==> src/rtl/fetch_decode_queue_pkg.sv <==
// Shared constants for the fetch/decode boundary: widths, instruction field
// positions and the default NOP encoding.
package fetch_decode_queue_pkg;

  localparam int INSTR_W = 16;
  localparam int PC_W    = 16;
  localparam int BUB_W   = 16;

  localparam int OPC_HI   = 15;
  localparam int OPC_LO   = 12;
  localparam int RS_HI    = 11;
  localparam int RS_LO    = 9;
  localparam int RT_HI    = 8;
  localparam int RT_LO    = 6;
  localparam int RD_HI    = 5;
  localparam int RD_LO    = 3;
  localparam int FUNCT_HI = 2;
  localparam int FUNCT_LO = 0;
  localparam int IMM_HI   = 5;
  localparam int IMM_LO   = 0;

  localparam int OPC_W = OPC_HI - OPC_LO + 1;
  localparam int REG_W = RS_HI - RS_LO + 1;
  localparam int FUN_W = FUNCT_HI - FUNCT_LO + 1;
  localparam int IMM_W = IMM_HI - IMM_LO + 1;

  localparam logic [INSTR_W-1:0] NOP_INSTR_DEF = 16'h0000;

endpackage

==> src/rtl/fetch_decode_queue_instr_field_split.sv <==
// Purely combinational instruction field extraction with a sign-extended
// 6-bit immediate; shared with the decode stage.
module instr_field_split
  import fetch_decode_queue_pkg::*;
(
  input  logic [INSTR_W-1:0] instr,
  output logic [OPC_W-1:0]   opcode,
  output logic [REG_W-1:0]   rs,
  output logic [REG_W-1:0]   rt,
  output logic [REG_W-1:0]   rd,
  output logic [FUN_W-1:0]   funct,
  output logic [INSTR_W-1:0] imm_sext
);

  logic signed [IMM_W-1:0] imm_field;

  assign opcode    = instr[OPC_HI:OPC_LO];
  assign rs        = instr[RS_HI:RS_LO];
  assign rt        = instr[RT_HI:RT_LO];
  assign rd        = instr[RD_HI:RD_LO];
  assign funct     = instr[FUNCT_HI:FUNCT_LO];
  assign imm_field = instr[IMM_HI:IMM_LO];
  assign imm_sext  = {{(INSTR_W-IMM_W){imm_field[IMM_W-1]}}, imm_field};

endmodule

==> src/rtl/fetch_decode_queue.sv <==
// In-order instruction queue between fetch and decode; absorbs hit bubbles and
// decode stalls, flushes on redirect, and presents a pre-split head entry.
module fetch_decode_queue
  import fetch_decode_queue_pkg::*;
#(
  parameter int                 DEPTH     = 2,
  parameter logic [INSTR_W-1:0] NOP_INSTR = NOP_INSTR_DEF
) (
  input  logic                   clk,
  input  logic                   rst_n,
  input  logic                   in_valid,
  input  logic [PC_W-1:0]        in_pc_inc2,
  input  logic [INSTR_W-1:0]     in_instruction,
  output logic                   in_ready,
  input  logic                   flush,
  input  logic                   stall,
  output logic                   out_valid,
  output logic [PC_W-1:0]        out_pc_inc2,
  output logic [INSTR_W-1:0]     out_instruction,
  output logic [OPC_W-1:0]       out_opcode,
  output logic [REG_W-1:0]       out_rs,
  output logic [REG_W-1:0]       out_rt,
  output logic [REG_W-1:0]       out_rd,
  output logic [FUN_W-1:0]       out_funct,
  output logic [INSTR_W-1:0]     out_imm_sext,
  output logic [$clog2(DEPTH):0] occupancy,
  output logic [BUB_W-1:0]       bubble_count
);

  localparam int PTR_W = $clog2(DEPTH);
  localparam int CNT_W = PTR_W + 1;
  localparam logic [CNT_W-1:0] FULL_CNT = CNT_W'(DEPTH);

  logic [INSTR_W-1:0] instr_mem [DEPTH];
  logic [PC_W-1:0]    pc_mem    [DEPTH];
  logic [PTR_W-1:0]   rd_ptr;
  logic [PTR_W-1:0]   wr_ptr;
  logic [CNT_W-1:0]   count;
  logic [BUB_W-1:0]   bubble_cnt;
  logic               push;
  logic               pop;
  logic [INSTR_W-1:0] head_instr;

  function automatic logic [BUB_W-1:0] sat_inc(input logic [BUB_W-1:0] v);
    return (v == {BUB_W{1'b1}}) ? v : v + BUB_W'(1);
  endfunction

  // in_ready looks only at registered count so stall never reaches it combinationally
  assign in_ready  = (count != FULL_CNT);
  assign out_valid = (count != '0);
  assign push      = in_valid & in_ready & ~flush;
  assign pop       = out_valid & ~stall & ~flush;

  always_ff @(posedge clk or negedge rst_n) begin
    if (!rst_n) begin
      count      <= '0;
      rd_ptr     <= '0;
      wr_ptr     <= '0;
      bubble_cnt <= '0;
    end else begin
      if (!out_valid) bubble_cnt <= sat_inc(bubble_cnt);
      if (flush) begin
        count  <= '0;
        rd_ptr <= '0;
        wr_ptr <= '0;
      end else begin
        if (push) wr_ptr <= wr_ptr + PTR_W'(1);
        if (pop)  rd_ptr <= rd_ptr + PTR_W'(1);
        if (push && !pop)      count <= count + CNT_W'(1);
        else if (pop && !push) count <= count - CNT_W'(1);
      end
    end
  end

  // Entry storage carries no reset; out_valid masks stale contents
  always_ff @(posedge clk) begin
    if (push) begin
      instr_mem[wr_ptr] <= in_instruction;
      pc_mem[wr_ptr]    <= in_pc_inc2;
    end
  end

  assign head_instr      = out_valid ? instr_mem[rd_ptr] : NOP_INSTR;
  assign out_instruction = head_instr;
  assign out_pc_inc2     = out_valid ? pc_mem[rd_ptr] : '0;
  assign occupancy       = count;
  assign bubble_count    = bubble_cnt;

  instr_field_split u_split (
    .instr    (head_instr),
    .opcode   (out_opcode),
    .rs       (out_rs),
    .rt       (out_rt),
    .rd       (out_rd),
    .funct    (out_funct),
    .imm_sext (out_imm_sext)
  );

endmodule

==> config.mk <==
export PLATFORM = sky130hd
export DESIGN_NAME = fetch_decode_queue
export DESIGN_NICKNAME = d
export VERILOG_FILES = /design/src/rtl/fetch_decode_queue_pkg.sv /design/src/rtl/fetch_decode_queue_instr_field_split.sv /design/src/rtl/fetch_decode_queue.sv
export SDC_FILE = /design/constraint.sdc
export NUM_CORES = 1
export LEC_CHECK = 0
export ABC_AREA = 1
export ABC_CLOCK_PERIOD_IN_PS = 3000
export BUFFER_PORTS_ARGS = -buffer_cell sky130_fd_sc_hd__buf_2
export CORE_MARGIN = 8
export CORE_UTILIZATION = 35
export CTS_CLUSTER_SIZE = 12
export DETAILED_ROUTE_END_ITERATION = 8
export GPL_ROUTABILITY_DRIVEN = 0
export MAX_ROUTING_LAYER = met4
export PLACE_DENSITY_LB_ADDON = 0.25
export SETUP_SLACK_MARGIN = 0.5
export SYNTH_ARGS = -nofsm -noshare
export SYNTH_HDL_FRONTEND = slang
export SYNTH_SLANG_ARGS = --single-unit
export TNS_END_PERCENT = 20
==> constraint.sdc <==
create_clock -name clk -period 3 [get_ports clk]
set_clock_uncertainty 0.2 [all_clocks]
set_input_delay 0.3 -clock clk [delete_from_list [all_inputs] [get_ports clk]]
set_output_delay 0.3 -clock clk [all_outputs]
set_load 0.005 [all_outputs]
==> summary.md, run 1 <==
| Metric | Value |
|---|---|
| Fmax | `418 MHz` |
| TritonCTS clock tree | `yes` |
| Yosys reg bits | `84` |
| Yosys warnings | `0` |
| Row cnt | `38` |
| VDD IR max | `0.000369 V` |
| Synth cell types | `28` |
| Post-route setup TNS | `0 ns` |
| N_diodes | `0` |
| Hold crit path type | `in2reg` |
| CTS Buffer Depth | `2` |
| WP data required | `2.50 ns` |
| Skew-Pair Late Insertion Delay | `0.35 ns` |
| Antenna violations before repair | `0` |
| Total GRT Usage | `13.5%` |
| TritonCTS Sinks | `84` |
| Part of the cycle the worst path needs | `79.7%` |
| Area of the multi-input gates | `1100 um2` |
| Least-Margin Pin Slew | `0.508 ns` |
| Initial Util | `35.7%` |
| Nets@finish | `552` |
| Die height | `121 um` |
| Post-synth top area share | `49.6%` |
| Root buf cell | `clkbuf_8` |
| H-tree Lvls | `3` |
| Final setup viols | `0` |
| Crit path time final | `2.39 ns` |
| Gate Count Post-Synth | `386` |
| Final non-filler cell area | `4970 um2` |
| Via Count | `2952` |
| Reg area | `2420 um2` |
| CP Class | `reg2out` |
| MaxCap Viol Count | `0` |
| # IOs | `121` |
| Hpwl dp | `6480 um` |
| Crit-path max FO | `15` |
| Post-Syn Area | `3870 um2` |
| Leading area contributor after synthesis | `edfxtp_1` |
| Placed inst area | `4420 um2` |
| Number of CTS-inserted buffers | `9` |
| Leakage dissipation | `0.00221 uW` |
| Fillers | `1018` |
| Residual DRC | `0` |
| Core footprint | `10800 um2` |
| Share of cells above drive strength 1 | `30.8%` |
| Drt via density | `4.48` |
| Status | `complete, no violations` |
| Vias in the first global route | `3049` |
| Sequential area share after synthesis | `62.5%` |
| Total congestion overflow | `0` |
| P per Cell Area | `630 nW/um2` |
| Port bufs | `120` |
| Pins Over Slew Limit | `0` |
| Layout area overhead | `28.2%` |
| DR pass1 iterations | `4` |
| Die area | `14700 um2` |
| Final Hold Fails | `0` |
| Wire length per cell | `14.4 um` |
| Startpoint Class | `flop` |
| Most common cell after layout, fill and taps aside | `nand2_1` |
| Slew margin rel. | `66.1%` |
| Routed WL | `9500 um` |
| Die width | `121 um` |
| Area contributors post-synth | `edfxtp_1, nand2_1, dfrtp_1` |
| Most frequent cells in the layout | `nand2_1, buf_2, edfxtp_1` |
| Crit end category | `output pin` |
| Final ANT Viol Nets | `0` |
| RSZ-0062 raised after global routing | `yes` |
| Worst EP arrival | `1.89 ns` |
| Largest net degree at the start of global routing | `21` |
| Syn Nets | `424` |
| DRT iter0 DRCs | `160` |
| Syn avg cell area | `10.0 um2` |
| Clock slew at reported path FFs | `0.08 ns` |
| First-pass GRT wire length | `15200 um` |
## final timing paths
kind                                    end  slack (ns)        startpoint  cells after the start
max                          out_pc_inc2[6]        0.61            rd_ptr                      5
min                                  rd_ptr        0.15             stall                      4
max reg2reg                instr_mem[0][12]        0.88      occupancy[0]                      5
min reg2reg                bubble_count[15]        0.37  bubble_count[15]                      2
max in group asynchronous            rd_ptr        2.02             rst_n                      2
min in group asynchronous   bubble_count[0]        0.24             rst_n                      2
## synthesized netlist by cell type
cell      count
a21boi_0      1
a21oi_1      34
buf_4        32
buf_6         2
clkbuf_1     10
clkinv_1      2
dfrtp_1      20
edfxtp_1     64
ha_1          1
inv_1        17
inv_2         1
nand2_1     141
nand2_2       5
nand3_1       7
nand3b_1      1
nand3b_2      1
nand4_1       3
nor2_1       18
nor2_2        4
nor2_4        2
nor3_1        1
o21ai_0       9
o21ai_1       1
o21ai_2       1
o21ai_4       1
o22ai_1       1
xnor2_1       4
xor2_1        2
## metrics by stage
stage / std cells / setup slack (ns) / util [%] / power, uW / hold WS [ns]
5_1_grt: 659 / 0.403 / 45.8 / 3330 / 0.160
6_report: 659 / 0.608 / 45.8 / 3130 / 0.154
3_3_place_gp: 609 / 0.915 / 40.8 / 2310 / 0.0894
2_1_floorplan: 386 / 0.335 / - / 2040 / -0.196
3_5_place_dp: 609 / 0.874 / 40.8 / 2320 / 0.0941
4_1_cts: 659 / 0.526 / 45.8 / 3180 / 0.127
## sequential cells by signal (all words and copies together), names as in the netlist
signal        cells
bubble_count     16
wr_ptr            1
pc_mem           32
instr_mem        32
occupancy         2
rd_ptr            1
## kinds of logic after synthesis
logic type | Yosys count | synth area share [%]
flip-flops | 84 | 62.5
AO/OA/AOI/OAI | 48 | 6.68
adder cells (fa/ha/maj) | 1 | 0.323
buffers and inverters | 64 | 9.69
XOR/XNOR | 6 | 1.36
AND/OR/NAND/NOR | 183 | 19.4
## cell type report
class                      count  share of cell area (%)
clock buffer                  10                    2.57
clock inverter                 6                    1.44
inverter                      20                    1.51
multi-input combinational    238                    22.2
sequential                    84                    48.8
tap                          140                    3.53
timing repair buffer         161                    20.0
## power by group
part | switching, uW | internal (uW)
clock | 422 | 393
sequential | 88.4 | 1360
combinational | 514 | 351
total | 1020 | 2100
## critical path, stage by stage, from the launching register on
cell	delay, ns
dfrtp_1	0.56
clkinv_1	0.36
buf_4	0.31
nand2_1	0.07
a21oi_1	0.09
buf_2	0.15
## what timing repair did
action,4_1_cts,5_1_grt
hold endpoints to repair,86,0
hold buffers,34,0
buffers inserted,0,0
setup endpoints to repair,0,45
resized for setup,0,1
## layer usage
metal | vias to the layer above | global-route usage [%] | part of all wire [%]
met5 | - | - | 0
met4 | 0 | 2.54 | 0.38
met3 | 2 | 4.37 | 5.4
met2 | 88 | 23.4 | 52
met1 | 1369 | 14.9 | 42
li1 | 1493 | - | -
(Power assumes the default switching activity.)
==> run 2: changes to the inputs <==
--- a/config.mk
+++ b/config.mk
@@ -6,7 +6,7 @@
 export NUM_CORES = 1
 export LEC_CHECK = 0
 export ABC_AREA = 1
-export ABC_CLOCK_PERIOD_IN_PS = 3000
+export ABC_CLOCK_PERIOD_IN_PS = 2300
 export BUFFER_PORTS_ARGS = -buffer_cell sky130_fd_sc_hd__buf_2
 export CORE_MARGIN = 8
 export CORE_UTILIZATION = 35
==> constraint.sdc (replaced) <==
create_clock -name clk -period 2.3 [get_ports clk]
set_clock_uncertainty 0.2 [all_clocks]
set_input_delay 0.23 -clock clk [delete_from_list [all_inputs] [get_ports clk]]
set_output_delay 0.23 -clock clk [all_outputs]
set_load 0.005 [all_outputs]
==> run 2 against run 1 <==
Register-to-register slack worse by 0.36 ns. Non-clock buffer count is 17 higher. Clock power is 31% higher. Sequential power is 30% higher. Largest cell class unchanged. Routed wire length is 11% higher. Largest power group unchanged. Combinational power is 88% higher. First-iteration DRC count stayed put. Cell count is 2.7% higher. Die area stayed put. Critical endpoint is now out_pc_inc2[11]. Setup slack worse by 0.32 ns.
==> summary.md, run 2 (synthesis results as in run 1) <==
| Metric | Value |
|---|---|
| Status | `complete, no violations` |
| Post-route setup TNS | `0 ns` |
| RSZ-0062 raised after global routing | `yes` |
| Fillers | `974` |
| Core footprint | `10800 um2` |
| CTS Buffer Depth | `2` |
| Dpl ws | `0.496 ns` |
| Number of CTS-inserted buffers | `9` |
| Design Power | `4580 uW` |
| Final Hold Fails | `0` |
| WP data required | `1.87 ns` |
| MaxCap Viol Count | `0` |
| Die width | `121 um` |
| Nets@finish | `570` |
| Most frequent cells in the layout | `nand2_1, buf_2, edfxtp_1` |
| Startpoint Class | `flop` |
| Layout area overhead | `42.6%` |
| Crit-path max FO | `5` |
| Crit end category | `output pin` |
| Final hold slack | `0.0217 ns` |
| CP Class | `reg2out` |
| Drt via density | `4.60` |
| Share of cells above drive strength 1 | `40.6%` |
| Finished Layout Cells | `677` |
| DRT iter0 DRCs | `160` |
| TritonCTS clock tree | `yes` |
| VDD IR max | `0.000433 V` |
| Skew-Pair Late Insertion Delay | `0.36 ns` |
| Initial Util | `35.7%` |
| Final setup margin | `0.292 ns` |
| Final setup viols | `0` |
| Vias in the first global route | `3195` |
| Least-Margin Pin Slew | `0.487 ns` |
| Port bufs | `120` |
| Via Count | `3117` |
| Clock slew at reported path FFs | `0.08 ns` |
| Placed cells | `607` |
| First-pass GRT wire length | `16200 um` |
| # IOs | `121` |
| Total GRT Usage | `14.5%` |
| Part of the cycle the worst path needs | `87.3%` |
| Die area | `14700 um2` |
| Total congestion overflow | `0` |
| Final ANT Viol Nets | `0` |
| Reg area | `2430 um2` |
| Root buf cell | `clkbuf_8` |
| H-tree Lvls | `3` |
| Hold crit path type | `in2reg` |
| Routed WL | `10500 um` |
| Worst EP arrival | `1.58 ns` |
| Pins Over Slew Limit | `0` |
| Wire length per cell | `15.5 um` |
| Fmax | `498 MHz` |
| Leakage dissipation | `0.00240 uW` |
| Row cnt | `38` |
| TritonCTS Sinks | `84` |
| N_diodes | `0` |
| Die height | `121 um` |
| Hpwl dp | `6280 um` |
| Residual DRC | `0` |
| Crit path time final | `2.01 ns` |
| Area of the multi-input gates | `1280 um2` |
| Largest net degree at the start of global routing | `33` |
| Antenna violations before repair | `0` |
| Slew margin rel. | `67.6%` |
| Most common cell after layout, fill and taps aside | `nand2_1` |
| DR pass1 iterations | `4` |
| P per Cell Area | `830 nW/um2` |
[run 2: cell count changes in the layout (fill, tap and decap cells not counted), moves of 2 or more]
cell	delta
dfrtp_2	+3
clkbuf_16	+2
nand2_2	+4
nand2_1	-8
nand2_4	+4
a21oi_4	+4
buf_12	+10
buf_16	+4
a21oi_1	-26
a21oi_2	+23
dfrtp_1	-3
[run 2: layout make-up]
type                       count  area share [%]
inverter                      20            1.45
timing repair buffer         178            24.6
clock buffer                  10            2.31
clock inverter                 6            1.29
sequential                    84            43.9
tap                          140            3.17
multi-input combinational    239            23.2
[run 2: repair_timing]
item	4_1_cts	5_1_grt
gates resized for setup	37	21
buffers inserted	2	11
endpoints found under the setup margin	65	79
gates cloned	5	2
endpoints found under the hold margin	87	0
pin swaps	3	6
hold buffers	34	0
[run 2: critical path, cell delays in order (launching register included)]
cell and delay [ns]:
dfrtp_2 0.45, clkinv_4 0.08, buf_12 0.10, buf_16 0.11, buf_12 0.10, nand2_1 0.06, a21oi_2 0.17, buf_2 0.14
[run 2: path summary, 6_finish.rpt]
path / start / endpoint / slack, ns / depth (start not counted)
setup / recovery: rd_ptr / out_pc_inc2[11] / 0.29 / 7
hold / removal: stall / rd_ptr / 0.02 / 4
setup reg to reg: bubble_count[1] / bubble_count[5] / 0.52 / 6
hold reg to reg: bubble_count[0] / bubble_count[0] / 0.37 / 2
max in group asynchronous: rst_n / occupancy[1] / 1.38 / 2
min in group asynchronous: rst_n / bubble_count[7] / 0.15 / 2
[run 2: where the power goes]
part	internal (uW)	total [uW]	switching, uW
clock network	512	1070	558
logic	774	1630	859
registers	1780	1880	103
total	3060	4580	1520
[run 2: stage by stage]
stage / instance area (um2) / utilization [%]
final: 5520 / 51.0
after global routing: 5520 / 51.0
after CTS: 5280 / 48.7
after detailed placement: 4460 / 41.2
after global placement: 4460 / 41.2
after floorplan: 3910 / -
[run 2: per-layer routing]
layer	part of all wire, %	GRT usage, %
met1	42	16.6
met5	0	-
met2	51	24.8
met3	5.3	3.26
met4	1.2	4.16
